==> src/rtl/cpu_pkg.sv <==
// rtl/cpu_pkg.sv - shared instruction-word constants and sequencer state encoding
package cpu_pkg;

  localparam int INSTR_WIDTH  = 32;
  localparam int OPCODE_MSB   = 31;
  localparam int OPCODE_LSB   = 28;
  localparam int OPCODE_WIDTH = OPCODE_MSB - OPCODE_LSB + 1;

  localparam logic [OPCODE_WIDTH-1:0] HALT_OPCODE = 4'hF;

  typedef enum logic [1:0] {
    SEQ_IDLE  = 2'd0,
    SEQ_RUN   = 2'd1,
    SEQ_DRAIN = 2'd2,
    SEQ_DONE  = 2'd3
  } seq_state_e;

endpackage

==> src/rtl/instruction_fifo.sv <==
// rtl/instruction_fifo.sv - issue buffer holding fetched words with their addresses
// Flush empties the buffer and wins over a simultaneous push or pop.
module instruction_fifo
  import cpu_pkg::*;
#(
  parameter int DEPTH       = 2,
  parameter int DATA_WIDTH  = INSTR_WIDTH,
  parameter int ADDR_WIDTH  = 6,
  parameter int COUNT_WIDTH = $clog2(DEPTH + 1)
) (
  input  logic                   clk,
  input  logic                   rst_n,
  input  logic                   flush,
  input  logic                   push,
  input  logic [DATA_WIDTH-1:0]  push_data,
  input  logic [ADDR_WIDTH-1:0]  push_addr,
  input  logic                   pop,
  output logic [DATA_WIDTH-1:0]  head_data,
  output logic [ADDR_WIDTH-1:0]  head_addr,
  output logic [COUNT_WIDTH-1:0] count
);

  localparam int PTR_WIDTH = (DEPTH > 1) ? $clog2(DEPTH) : 1;

  logic [DATA_WIDTH-1:0]  data_mem [DEPTH];
  logic [ADDR_WIDTH-1:0]  addr_mem [DEPTH];
  logic [PTR_WIDTH-1:0]   wr_ptr;
  logic [PTR_WIDTH-1:0]   rd_ptr;
  logic [COUNT_WIDTH-1:0] count_q;
  logic                   do_push;
  logic                   do_pop;

  function automatic logic [PTR_WIDTH-1:0] ptr_inc(input logic [PTR_WIDTH-1:0] p);
    return (p == PTR_WIDTH'(DEPTH - 1)) ? '0 : p + 1'b1;
  endfunction

  assign do_pop  = pop && (count_q != '0) && !flush;
  assign do_push = push && !flush && ((count_q != COUNT_WIDTH'(DEPTH)) || do_pop);

  always_ff @(posedge clk or negedge rst_n) begin
    if (!rst_n) begin
      wr_ptr  <= '0;
      rd_ptr  <= '0;
      count_q <= '0;
    end else if (flush) begin
      wr_ptr  <= '0;
      rd_ptr  <= '0;
      count_q <= '0;
    end else begin
      if (do_push) wr_ptr <= ptr_inc(wr_ptr);
      if (do_pop)  rd_ptr <= ptr_inc(rd_ptr);
      case ({do_push, do_pop})
        2'b10:   count_q <= count_q + 1'b1;
        2'b01:   count_q <= count_q - 1'b1;
        default: count_q <= count_q;
      endcase
    end
  end

  // Payload needs no reset: it is only observed while count is non-zero.
  always_ff @(posedge clk) begin
    if (do_push) begin
      data_mem[wr_ptr] <= push_data;
      addr_mem[wr_ptr] <= push_addr;
    end
  end

  assign head_data = data_mem[rd_ptr];
  assign head_addr = addr_mem[rd_ptr];
  assign count     = count_q;

endmodule

==> src/rtl/instruction_sequencer.sv <==
// rtl/instruction_sequencer.sv - fetches base..end from instruction memory and streams it to the cpu
// Run control FSM and fetch counter; fetched words queue in instruction_fifo.
module instruction_sequencer #(
  parameter int ADDR_WIDTH  = 6,
  parameter int INSTR_WIDTH = cpu_pkg::INSTR_WIDTH,
  parameter int FIFO_DEPTH  = 2
) (
  input  logic                   clock_in,
  input  logic                   reset_n_in,
  input  logic                   start_in,
  input  logic                   abort_in,
  input  logic [ADDR_WIDTH-1:0]  base_addr_in,
  input  logic [ADDR_WIDTH-1:0]  end_addr_in,
  output logic                   imem_rd_en_out,
  output logic [ADDR_WIDTH-1:0]  imem_rd_addr_out,
  input  logic [INSTR_WIDTH-1:0] imem_rd_data_in,
  input  logic                   cpu_ready_in,
  output logic                   instr_valid_out,
  output logic [INSTR_WIDTH-1:0] current_instruction_out,
  output logic [ADDR_WIDTH-1:0]  pc_out,
  output logic                   busy_out,
  output logic                   done_out
);

  import cpu_pkg::*;

  localparam int COUNT_WIDTH = $clog2(FIFO_DEPTH + 1);
  localparam int OCC_WIDTH   = COUNT_WIDTH + 1;

  seq_state_e state_q;
  seq_state_e state_d;

  // One extra bit so an end address of all-ones still terminates the fetch.
  logic [ADDR_WIDTH:0]   fetch_q;
  logic [ADDR_WIDTH-1:0] end_q;
  logic                  inflight_q;
  logic [ADDR_WIDTH-1:0] inflight_addr_q;

  logic [COUNT_WIDTH-1:0] fifo_count;
  logic [INSTR_WIDTH-1:0] head_data;
  logic [ADDR_WIDTH-1:0]  head_addr;

  logic                 running;
  logic                 fifo_valid;
  logic                 handshake;
  logic                 halt_hit;
  logic                 flush;
  logic                 fetch_in_range;
  logic                 fetch_is_last;
  logic [OCC_WIDTH-1:0] occupancy;
  logic                 room;
  logic                 rd_en;

  assign running        = (state_q == SEQ_RUN) || (state_q == SEQ_DRAIN);
  assign fifo_valid     = running && (fifo_count != '0);
  assign handshake      = fifo_valid && cpu_ready_in;
  assign halt_hit       = handshake && (head_data[OPCODE_MSB:OPCODE_LSB] == HALT_OPCODE);
  assign flush          = running && (abort_in || halt_hit);
  assign fetch_in_range = fetch_q <= {1'b0, end_q};
  assign fetch_is_last  = fetch_q == {1'b0, end_q};

  // Count the in-flight word as already occupying a slot, and credit this cycle's pop.
  assign occupancy = OCC_WIDTH'(fifo_count) + OCC_WIDTH'(inflight_q) - OCC_WIDTH'(handshake);
  assign room      = occupancy < OCC_WIDTH'(FIFO_DEPTH);
  assign rd_en     = (state_q == SEQ_RUN) && fetch_in_range && room && !flush;

  always_ff @(posedge clock_in or negedge reset_n_in) begin
    if (!reset_n_in) begin
      state_q         <= SEQ_IDLE;
      fetch_q         <= '0;
      end_q           <= '0;
      inflight_q      <= 1'b0;
      inflight_addr_q <= '0;
    end else begin
      state_q    <= state_d;
      inflight_q <= rd_en;
      if (rd_en) inflight_addr_q <= fetch_q[ADDR_WIDTH-1:0];
      if ((state_q == SEQ_IDLE) && start_in) begin
        fetch_q <= {1'b0, base_addr_in};
        end_q   <= end_addr_in;
      end else if (rd_en) begin
        fetch_q <= fetch_q + 1'b1;
      end
    end
  end

  always_comb begin
    state_d = state_q;
    unique case (state_q)
      SEQ_IDLE: begin
        if (start_in) state_d = SEQ_RUN;
      end
      SEQ_RUN: begin
        if (abort_in)                   state_d = SEQ_IDLE;
        else if (halt_hit)              state_d = SEQ_DONE;
        else if (!fetch_in_range)       state_d = SEQ_DONE;
        else if (rd_en && fetch_is_last) state_d = SEQ_DRAIN;
      end
      SEQ_DRAIN: begin
        if (abort_in)      state_d = SEQ_IDLE;
        else if (halt_hit) state_d = SEQ_DONE;
        else if (handshake && (fifo_count == COUNT_WIDTH'(1)) && !inflight_q)
          state_d = SEQ_DONE;
      end
      SEQ_DONE: begin
        state_d = SEQ_IDLE;
      end
      default: begin
        state_d = SEQ_IDLE;
      end
    endcase
  end

  instruction_fifo #(
    .DEPTH      (FIFO_DEPTH),
    .DATA_WIDTH (INSTR_WIDTH),
    .ADDR_WIDTH (ADDR_WIDTH),
    .COUNT_WIDTH(COUNT_WIDTH)
  ) u_fifo (
    .clk      (clock_in),
    .rst_n    (reset_n_in),
    .flush    (flush),
    .push     (inflight_q),
    .push_data(imem_rd_data_in),
    .push_addr(inflight_addr_q),
    .pop      (handshake),
    .head_data(head_data),
    .head_addr(head_addr),
    .count    (fifo_count)
  );

  assign imem_rd_en_out          = rd_en;
  assign imem_rd_addr_out        = rd_en ? fetch_q[ADDR_WIDTH-1:0] : '0;
  assign instr_valid_out         = fifo_valid;
  assign current_instruction_out = fifo_valid ? head_data : '0;
  assign pc_out                  = fifo_valid ? head_addr : '0;
  assign busy_out                = state_q != SEQ_IDLE;
  assign done_out                = state_q == SEQ_DONE;

endmodule

==> config.mk <==
export PLATFORM = sky130hd
export DESIGN_NAME = instruction_sequencer
export DESIGN_NICKNAME = d
export VERILOG_FILES = /design/src/rtl/cpu_pkg.sv /design/src/rtl/instruction_fifo.sv /design/src/rtl/instruction_sequencer.sv
export SDC_FILE = /design/constraint.sdc
export NUM_CORES = 1
export LEC_CHECK = 0
export ABC_AREA = 1
export ABC_CLOCK_PERIOD_IN_PS = 4500
export CAP_MARGIN = 20
export CORE_MARGIN = 5
export CORE_UTILIZATION = 53
export CTS_BUF_LIST = sky130_fd_sc_hd__clkbuf_8
export CTS_CLUSTER_SIZE = 20
export DETAILED_ROUTE_END_ITERATION = 12
export GPL_TIMING_DRIVEN = 0
export PLACE_DENSITY = 0.83
export SYNTH_ARGS = -nofsm -noshare
export SYNTH_HDL_FRONTEND = slang
export SYNTH_SLANG_ARGS = --single-unit
==> constraint.sdc <==
create_clock -name clock_in -period 4.5 [get_ports clock_in]
set_input_delay 0.45 -clock clock_in [delete_from_list [all_inputs] [get_ports clock_in]]
set_output_delay 0.45 -clock clock_in [all_outputs]
set_load 0.01 [all_outputs]
After elaboration in Yosys (flattened, before gate mapping)
Memory sizes are Yosys's and may differ from the RTL's.
Index checks and enable logic that the tools add are counted.
- logic and storage cells: 83
- register bits: 26
- output and inout port bits: 48
- bits in writable memories: 76
- bits of input ports: 49
- memories kept: 2
- memories (name ; depth ; width ; rd ports ; clocked after memory_dff ; wr ports ; RTL line ; source):
    u_fifo.data_mem ; 2 ; 32 ; 1 ; 0 ; 1 ; instruction_fifo.sv:25 ; logic [DATA_WIDTH-1:0] data_mem [DEPTH];
    u_fifo.addr_mem ; 2 ; 6 ; 1 ; 0 ; 1 ; instruction_fifo.sv:26 ; logic [ADDR_WIDTH-1:0] addr_mem [DEPTH];
- order comparisons: 2
- muxes and demuxes: 24
- eq/ne operators: 12
- $add $sub $neg: 7
- reduce and logical (&&, ||, !) cells: 28
- operators by type and width (kind ; number):
    $mux W32 ; 1
    $mux W2 ; 9
    $logic_and A1 B1 Y1 ; 15
    $mux W7 ; 2
    $mux W6 ; 2
    $reduce_bool A2 Y1 ; 5
    $mux W1 ; 8
    $pmux W2 S4 ; 1
    $add A7 B1 Y7 const B ; 1
    $eq A7 B6 Y1 ; 1
    $le A7 B6 Y1 ; 1
    $eq A2 B1 Y1 const B ; 3
    $eq A2 B2 Y1 const B ; 3
    $ne A5 B4 Y1 const B ; 1
    $eq A4 B4 Y1 const B ; 1
    $ne A2 B2 Y1 const B ; 2
    $ne A4 B3 Y1 const B ; 1
    $pmux W2 S2 ; 1
    $add A2 B1 Y3 ; 1
    $logic_or A1 B1 Y1 ; 3
    $lt A3 B2 Y1 const B ; 1
    $reduce_and A3 Y1 ; 1
    $reduce_bool A3 Y1 ; 1
    $sub A3 B1 Y3 ; 1
    other kinds (5) ; 7

Logic depth before layout (Yosys ltp)
Gate-level depths: netlist of run 1.
- word-level depth: 15
- gate-level depth with buffers: 17
- mapped depth without buffers: 17

By module
Synthesis of run 1 repeated with hierarchy kept, for this count alone.
- cell total of the unflattened synthesis: 511
- area, all modules: 4763.3 um2
- by module, submodules not included (module ; cells each ; instances ; area each (um2) ; seq. area each (um2)):
    instruction_fifo ; 236 ; 1 ; 3010.4 ; 2382.3
    instruction_sequencer ; 275 ; 1 ; 1752.9 ; 550.5

Worst setup path before layout of run 1
OpenSTA, ideal clock, no wires.
- path type: register -> register
- start point: register state_q[0]
- end point: memory u_fifo.addr_mem[0][0], enable pin
- arrival: 3.132 ns
- setup time: 0.433 ns
- path slack: 0.935 ns
- cell stages (with the launch flop): 13
- period minus slack after synthesis: 3.565 ns
- required time: 4.067 ns
- path buffers: 1
- cells stage by stage: dfrtp_1 > inv_1 > ha_1 > inv_1 > nor2_4 > nand2_4 > nor2_4 > nand3_2 > nand2_4 > nand2_2 > buf_6 > o211ai_2 > nor2_1
- cells in the longest elaborated chain, start to end: 13
- elaborated cells between the ends (all ways): 16
- classes of those cells: eq/ne (2); mux (2); reduce/logical (12)
- RTL lines (item ; RTL line ; source):
    start, declared ; instruction_sequencer.sv:30 ; seq_state_e state_q;
    start signal, assigned ; instruction_sequencer.sv:75 ; state_q <= state_d;
    $eq A2 B1 Y1 / $eq A2 B2 Y1 (equally long branches) ; instruction_sequencer.sv:54 ; assign running = (state_q == SEQ_RUN) || (state_q == SEQ_DRAIN);
    $logic_or A1 B1 Y1 * ; instruction_sequencer.sv:54 ;
    $logic_and A1 B1 Y1 * ; instruction_sequencer.sv:55 ; assign fifo_valid = running && (fifo_count != '0);
    via instr_valid_out ; instruction_sequencer.sv:18 ; output logic instr_valid_out,
    $logic_and A1 B1 Y1 * ; instruction_sequencer.sv:56 ; assign handshake = fifo_valid && cpu_ready_in;
    $logic_and A1 B1 Y1 ; instruction_sequencer.sv:57 ; assign halt_hit = handshake && (head_data[OPCODE_MSB:OPCODE_LSB] == HALT_OPCODE);
    $logic_or A1 B1 Y1 ; instruction_sequencer.sv:58 ; assign flush = running && (abort_in || halt_hit);
    $logic_and A1 B1 Y1 ; instruction_sequencer.sv:58 ;
    $logic_not A1 Y1 ; instruction_fifo.sv:37, instruction_fifo.sv:38 ;
    $logic_and A1 B1 Y1 ; instruction_fifo.sv:37 ; assign do_pop = pop && (count_q != '0) && !flush;
    $logic_or A1 B1 Y1 ; instruction_fifo.sv:38 ; assign do_push = push && !flush && ((count_q != COUNT_WIDTH'(DEPTH)) || do_pop);
    $logic_and A1 B1 Y1 * ; instruction_fifo.sv:38 ;
    $mux W1 * ; instruction_fifo.sv:62 ; if (do_push) begin
    $mux W1 (not written as such) * ; instruction_fifo.sv:64 ; addr_mem[wr_ptr] <= push_addr;
    end, declared ; instruction_fifo.sv:26 ;
The timed path passes the listed nets; every way through them passes the cells marked *.

Worst setup path in the final report of run 1
- start point: register state_q[0]
- end point: output port imem_rd_addr_out[0]
- cells in the longest elaborated chain, start to end: 10
- elaborated cells between the ends (all ways): 15
- classes of those cells: add/sub (1); order compare (1); eq/ne (2); mux (1); reduce/logical (10)
- RTL lines (item ; RTL line ; source):
    branches (longest 8 deep; another with $sub A3 B1 Y3) ; n/a ;
    $logic_and A1 B1 Y1 * ; instruction_sequencer.sv:65 ; assign rd_en = (state_q == SEQ_RUN) && fetch_in_range && room && !flush;
    $mux W6 * ; instruction_sequencer.sv:133 ; assign imem_rd_addr_out = rd_en ? fetch_q[ADDR_WIDTH-1:0] : '0;
    end, declared ; instruction_sequencer.sv:15 ; output logic [ADDR_WIDTH-1:0] imem_rd_addr_out,
Every way passes the cells marked *.

==> impl_metrics.env, run 1 <==
export IMPL_worstPathCellList="inv_1 -> ha_4 -> inv_1 -> nor2_4 -> nand2_4 -> inv_2 -> ha_1 -> or2_2 -> fa_1 -> xnor2_1 -> nand2_1 -> nor2_4 -> nand2_4 -> inv_4 -> nand2_1 -> inv_1 -> clkdlybuf4s50_1"
export IMPL_cts_hold_buffers=0
export IMPL_crit_arrival_ns=3.85
export IMPL_grt_pass1_wl_um=15900
export IMPL_synth_edf_count=76
export IMPL_clkLatencyLatePin_ns=0.37
export IMPL_cellLeakagePower_nw=2.49
export IMPL_cts_tree="built"
export IMPL_worst_setup_path_start_kind="flop"
export IMPL_mostFrequentLayoutCells="123 x nand2_1, 91 x clkdlybuf4s50_1, 76 x edfxtp_1, 39 x a21oi_1, 36 x inv_1"
export IMPL_grt_max_degree=29
export IMPL_first_iter_violations=128
export IMPL_vias_per_cell=5.14
export IMPL_synth_compound_area_share_pct=7.57
export IMPL_min_path_type="input pin to asynchronous set/reset pin"
export IMPL_worstPathRequired_ns=4.05
export IMPL_vias=3321
export IMPL_drt_wl_total_um=10100
export IMPL_worst_pin_slew_ns=0.509
export IMPL_fin_skew_ns=0.0163
export IMPL_syn_area_per_cell_um2=10.9
export IMPL_max_freq_ghz=0.233
export IMPL_synth_top_family_by_area="simple AND/OR/NAND/NOR gates"
export IMPL_fin_crit_ns=4.30
export IMPL_outcome="completed"
export IMPL_timing_max_cap_violations=0
export IMPL_ys_seq_area_share_pct=64.0
export IMPL_yosys_mux_area_fraction_pct=0
export IMPL_crit_top_cell="inv_1"
export IMPL_worst_slack_ns=0.203
export IMPL_grt_usage_pct=19.6
export IMPL_port_buffers=96
export IMPL_r2r_setup_slack_ns=1.38
export IMPL_place_congestion=0.814
export IMPL_cts_sinks=102
export IMPL_die_area_um2=10600
export IMPL_yosys_cell_types_count=31
export IMPL_gr_total_overflow=0
export IMPL_crit_type="flop to output pin"
export IMPL_cts_root_buf="clkbuf_8"
export IMPL_die_width_um=103
export IMPL_die_y_um=103
export IMPL_finish_utilization_pct=70.4
export IMPL_rows=34
export IMPL_syn_area_um2=4580
export IMPL_grt_pass1_vias=3272
export IMPL_drv_slew=0
export IMPL_yosys_area_share_xor_xnor_pct=0.956
export IMPL_start_util_pct=53.6
export IMPL_synthSimpleGateAreaFrac_pct=17.6
export IMPL_final_common_cell="nand2_1"
export IMPL_dpl_worst_slack_ns=0.390
export IMPL_cts_buffers_inserted=9
export IMPL_fin_area_um2=6020
export IMPL_drive_gt1_share_pct=9.48
export IMPL_core_um2=8550
export IMPL_crit_path_top_delay_cell="clkdlybuf4s50_1"
export IMPL_firstDrtPassIters=4
export IMPL_synth_async_reset_ratio_pct=25.5
export IMPL_setup_viol=0
export IMPL_drtAntennaViolNets=0
export IMPL_synth_adder_area_share_pct=4.81
export IMPL_cts_buffer_depth=2
export IMPL_drc=0
export IMPL_dp_hpwl_um=7310
export IMPL_powerDensity_nw_per_um2=574
export IMPL_ys_ff_latch=102
export IMPL_cts_clk_slew_worst_paths_ns=0.10
export IMPL_cts_max_level=3
export IMPL_seq_area_um2=2930
export IMPL_synth_nets=487
export IMPL_yosys_warnings=0
export IMPL_design_portCount=97
export IMPL_multi_input_area_um2=1450
export IMPL_finalCritPeriodShare_pct=95.5
export IMPL_synth_cells=421
export IMPL_cpPeakStageDelay_ns=0.53
export IMPL_synthToLayoutAreaGrowth_pct=31.5
export IMPL_place_area_um2=5760
export IMPL_yosys_most_used_dff="edfxtp_1"
export IMPL_wire_per_inst_um=15.6
export IMPL_hold_viol_final=0
export IMPL_relSlewSlack_pct=66.1
export IMPL_antenna_found_initial=0
export IMPL_worst_path_max_fanout=8
export IMPL_fill_cells=607
export IMPL_ir_drop_v=0.000271
export IMPL_cp_end_kind="output pin"
export IMPL_nets=599
export IMPL_diodes=0
==> worst paths after layout <==
path                                         start                    end  cells past startpoint
worst min-delay path                    reset_n_in        u_fifo.count[0]                      1
worst min register to register  inflight_addr_q[4]  u_fifo.addr_mem[1][4]                      0
min in group clock_in           inflight_addr_q[4]  u_fifo.addr_mem[1][4]                      0
worst max-delay path                    state_q[0]    imem_rd_addr_out[0]                     17
max in group asynchronous               reset_n_in             fetch_q[6]                      2
worst max register to register          state_q[0]             fetch_q[0]                     17
==> flip-flops by register name, indices dropped and copies added (netlist names) <==
name / flops
state_q: 2
end_q: 6
u_fifo.addr_mem: 12
u_fifo.wr_ptr: 1
u_fifo.data_mem: 64
u_fifo.rd_ptr: 1
u_fifo.count: 2
fetch_q: 7
inflight_addr_q: 6
inflight_q: 1
==> final cells by class <==
type	instances	share of cell area [%]
Clock buffer	9	2.06
Multi-Input combinational cell	264	24.0
Clock inverter	7	1.60
Sequential cell	102	48.7
Buffer	16	1.37
Inverter	39	2.47
Tap cell	108	2.24
Timing Repair Buffer	101	17.5
==> metrics by stage <==
step | std cells | TNS, ns | total power, W | hold slack, ns
after global routing | 646 | -0.00993 | 0.00368 | 0.399
after floorplan | 421 | 0 | 0.00219 | 0.154
after detailed placement | 628 | 0 | 0.00282 | 0.458
after CTS | 644 | 0 | 0.00345 | 0.387
final | 646 | 0 | 0.00346 | 0.388
after global placement | 625 | 0 | 0.00274 | 0.452
==> timing repair <==
item / CTS / global route
endpoints found under the setup margin: 2 / 6
resized for setup: 1 / 9
setup buffers: 0 / 2
==> critical path: cells and delay by family, from the launching register on <==
kind / cells / cell delay [ns]
XOR/XNOR: 1 / 0.16
adder cells (fa/ha/maj): 3 / 0.91
AND/OR/NAND/NOR: 7 / 1.01
flip-flops: 1 / 0.38
buffers and inverters: 6 / 1.00
==> power breakdown <==
group / internal, W / switching [W] / total [W] / leakage [nW]
logic: 0.000665 / 0.000853 / 0.00152 / 1.37
registers: 0.00120 / 0.000103 / 0.00131 / 1.01
clock network: 0.000315 / 0.000317 / 0.000633 / 0.108
==> synthesized netlist by cell type (3+ instances only) <==
cell type | count | area [um^2]
nor2_4 | 3 | 33.8
nand2_4 | 5 | 56.3
o211ai_1 | 4 | 30.0
ha_1 | 16 | 200
nor2_1 | 17 | 63.8
o21ai_1 | 11 | 55.1
clkbuf_1 | 10 | 37.5
inv_1 | 37 | 139
nand3_2 | 4 | 40.0
a21oi_1 | 39 | 195
dfrtp_1 | 26 | 651
edfxtp_1 | 76 | 2280
nand2_1 | 123 | 462
nand4_1 | 7 | 43.8
nand3_1 | 13 | 65.1
xor2_1 | 3 | 26.3
o21ai_0 | 6 | 30.0
==> cells by family (layout without fill, tap and decap cells) <==
family                   Yosys count  in the layout
adder cells (fa/ha/maj)           17             17
flip-flops                       102            102
AND/OR/NAND/NOR                  178            178
buffers and inverters             55            172
XOR/XNOR                           5              5
AO/OA/AOI/OAI                     64             64
==> routing by layer <==
layer  wire, um  GRT usage, %  vias to the layer above  part of all wire, %
met4        117          4.98                        0                  1.2
li1           -             -                     1642                    -
met2       5070          33.9                       96                   50
met5          0             0                        -                    0
met1       4270          25.2                     1574                   42
met3        603          4.26                        9                  6.0
Power figures use the tool's default switching activity.
==> inputs of run 2 (changes only) <==
--- a/config.mk
+++ b/config.mk
@@ -15,6 +15,7 @@
 export DETAILED_ROUTE_END_ITERATION = 12
 export GPL_TIMING_DRIVEN = 0
 export PLACE_DENSITY = 0.83
+export SKIP_CTS_REPAIR_TIMING = 1
 export SYNTH_ARGS = -nofsm -noshare
 export SYNTH_HDL_FRONTEND = slang
 export SYNTH_SLANG_ARGS = --single-unit
==> results of run 2 <==
The final DEF is identical to that of run 1; final timing and power are the same.
==> inputs of run 3 (changes only) <==
--- a/config.mk
+++ b/config.mk
@@ -6,15 +6,15 @@
 export NUM_CORES = 1
 export LEC_CHECK = 0
 export ABC_AREA = 1
-export ABC_CLOCK_PERIOD_IN_PS = 4500
+export ABC_CLOCK_PERIOD_IN_PS = 3750
 export CAP_MARGIN = 20
 export CORE_MARGIN = 5
-export CORE_UTILIZATION = 53
+export CORE_UTILIZATION = 48
 export CTS_BUF_LIST = sky130_fd_sc_hd__clkbuf_8
 export CTS_CLUSTER_SIZE = 20
 export DETAILED_ROUTE_END_ITERATION = 12
 export GPL_TIMING_DRIVEN = 0
-export PLACE_DENSITY = 0.83
+export PLACE_DENSITY = 0.79
 export SKIP_CTS_REPAIR_TIMING = 1
 export SYNTH_ARGS = -nofsm -noshare
 export SYNTH_HDL_FRONTEND = slang
==> constraint.sdc (replaced) <==
create_clock -name clock_in -period 3.75 [get_ports clock_in]
set_input_delay 0.375 -clock clock_in [delete_from_list [all_inputs] [get_ports clock_in]]
set_output_delay 0.375 -clock clock_in [all_outputs]
set_load 0.01 [all_outputs]
==> run 3 against run 2 <==
Clock-buffer cell count stayed put; global-route usage is 1.8 points lower; clock skew is 0.0017 ns higher; combinational power is 32% higher; register-to-register slack worse by 0.70 ns; critical endpoint is now imem_rd_addr_out[4]; setup slack worse by 0.085 ns; first-iteration DRC count is 74% higher; total power is 25% higher; wire length is 4.7% higher; final cell count is 6.0% higher; critical path depth is 1 lower.
==> impl_metrics.env, run 3 (same netlist as run 1, synthesis figures left out) <==
export IMPL_route_met2_wl_um=5480
export IMPL_hold_viol_final=0
export IMPL_wl_met3_um=679
export IMPL_powerDensity_nw_per_um2=698
export IMPL_die_y_um=108
export IMPL_drv_slew=0
export IMPL_power_switching_w=0.00158
export IMPL_finalSetupTns_ns=0
export IMPL_fin_cells=685
export IMPL_largest_reg_flops=64
export IMPL_path_delay_family="adder cells"
export IMPL_worst_setup_path_start_kind="flop"
export IMPL_fin_area_um2=6180
export IMPL_crit_type="flop to output pin"
export IMPL_design_portCount=97
export IMPL_grt_usage_pct=17.8
export IMPL_nets=617
export IMPL_drtAntennaViolNets=0
export IMPL_critPathBufInv=5
export IMPL_regMostFlops="u_fifo.data_mem"
export IMPL_finalCritPeriodShare_pct=96.9
export IMPL_sw_frac_of_total_pct=36.6
export IMPL_drive_gt1_share_pct=14.7
export IMPL_relSlewSlack_pct=54.3
export IMPL_min_path_type="input pin to asynchronous set/reset pin"
export IMPL_rows=35
export IMPL_fin_crit_ns=3.63
export IMPL_first_iter_violations=223
export IMPL_cpPeakStageDelay_ns=0.43
export IMPL_m1WireLength_um=4320
export IMPL_cts_tree="built"
export IMPL_place_area_um2=5770
export IMPL_cts_clk_slew_worst_paths_ns=0.09
export IMPL_die_width_um=108
export IMPL_outcome="completed"
export IMPL_seq_power_share_pct=36.5
export IMPL_worstPathCellList="inv_2 -> ha_4 -> inv_1 -> nor2_4 -> nand2_4 -> inv_4 -> ha_1 -> or2_4 -> fa_2 -> xnor2_2 -> nand2_2 -> nor2_4 -> nand2_4 -> buf_8 -> nor2_1 -> clkbuf_2"
export IMPL_cts_buffers_inserted=9
export IMPL_worst_pin_slew_ns=0.684
export IMPL_die_area_um2=11600
export IMPL_dp_hpwl_um=7360
export IMPL_holdWs_ns=0.426
export IMPL_largestRegisters="u_fifo.data_mem: 64 flops, u_fifo.addr_mem: 12 flops, fetch_q: 7 flops"
export IMPL_gr_total_overflow=0
export IMPL_intPower_w=0.00273
export IMPL_cts_sinks=102
export IMPL_start_util_pct=49.3
export IMPL_cp_end_kind="output pin"
export IMPL_wire_per_inst_um=15.4
export IMPL_setup_viol=0
export IMPL_drc=0
export IMPL_highest_layer="met4"
export IMPL_placedCellCount=649
export IMPL_antenna_found_initial=0
export IMPL_mostFrequentLayoutCells="121 x nand2_1, 89 x clkdlybuf4s50_1, 76 x edfxtp_1, 39 x a21oi_1, 35 x inv_1"
export IMPL_place_congestion=0.806
export IMPL_worstPathRequired_ns=3.38
export IMPL_crit_arrival_ns=3.26
export IMPL_cellLeakagePower_nw=2.52
export IMPL_port_buffers=96
export IMPL_vias=3447
export IMPL_ir_drop_v=0.000431
export IMPL_timing_max_cap_violations=0
export IMPL_fin_skew_ns=0.0181
export IMPL_vias_per_cell=5.03
export IMPL_clkLatencyLatePin_ns=0.36
export IMPL_grt_pass1_vias=3373
export IMPL_clock_power_share_pct=17.0
export IMPL_diodes=0
export IMPL_crit_path_top_delay_cell="dfrtp_1"
export IMPL_final_common_cell="nand2_1"
export IMPL_synthToLayoutAreaGrowth_pct=35.0
export IMPL_cts_max_level=3
export IMPL_max_freq_ghz=0.275
export IMPL_firstDrtPassIters=5
export IMPL_drt_wl_total_um=10500
export IMPL_core_um2=9280
export IMPL_worst_path_max_fanout=6
export IMPL_grt_pass1_wl_um=16300
export IMPL_power_frac_comb_pct=46.5
export IMPL_cts_root_buf="clkbuf_8"
export IMPL_grt_max_degree=30
export IMPL_cts_buffer_depth=2
[run 3: cell count changes in the layout (fill, tap and decap cells not counted), moves of 3 or more]
| cell | delta |
|---|---|
| nor2_1 | -3 |
| dlymetal6s2s_1 | -4 |
| buf_4 | +16 |
| clkbuf_2 | +3 |
| buf_2 | +3 |
[run 3: final cells by class]
cell class / count / area, um^2
Fill cell: 728 / 3100
Sequential cell: 102 / 2930
Multi-Input combinational cell: 264 / 1480
Timing Repair Buffer: 119 / 1160
Tap cell: 129 / 161
Inverter: 39 / 154
Clock buffer: 9 / 124
Buffer: 16 / 90.1
Clock inverter: 7 / 88.8
[run 3: metrics by stage]
stage / power, W / utilization (%) / worst slack [ns]
after floorplan: 0.00263 / - / 0.185
after global placement: 0.00330 / 61.4 / -0.817
after detailed placement: 0.00338 / 62.2 / -0.234
after CTS: 0.00411 / 64.5 / -0.632
after global routing: 0.00460 / 66.6 / -0.0172
final: 0.00431 / 66.6 / 0.117
[run 3: worst paths after layout]
kind	startpoint	endpoint	slack, ns	depth (start not counted)
max reg2reg	state_q[1]	fetch_q[2]	0.68	17
max	state_q[1]	imem_rd_addr_out[4]	0.12	16
max in group asynchronous	reset_n_in	u_fifo.wr_ptr	2.78	2
min	reset_n_in	state_q[1]	0.43	1
min reg2reg	inflight_addr_q[4]	u_fifo.addr_mem[0][4]	0.48	0
min in group clock_in	inflight_addr_q[4]	u_fifo.addr_mem[0][4]	0.48	0
[run 3: layer usage]
layer / GRT usage (%) / vias to the layer above
li1: - / 1671
met5: 0 / -
met3: 4.44 / 8
met2: 31.5 / 105
met4: 2.98 / 0
met1: 22.5 / 1663
[run 3: power by group through the flow]
stage | Clock [W] | Sequential, W | Combinational (W)
after floorplan | 0 | 0.00156 | 0.00107
after global placement | 0 | 0.00158 | 0.00173
after detailed placement | 0 | 0.00159 | 0.00179
after CTS | 0.000746 | 0.00157 | 0.00180
after global routing | 0.000799 | 0.00160 | 0.00220
final | 0.000733 | 0.00157 | 0.00201
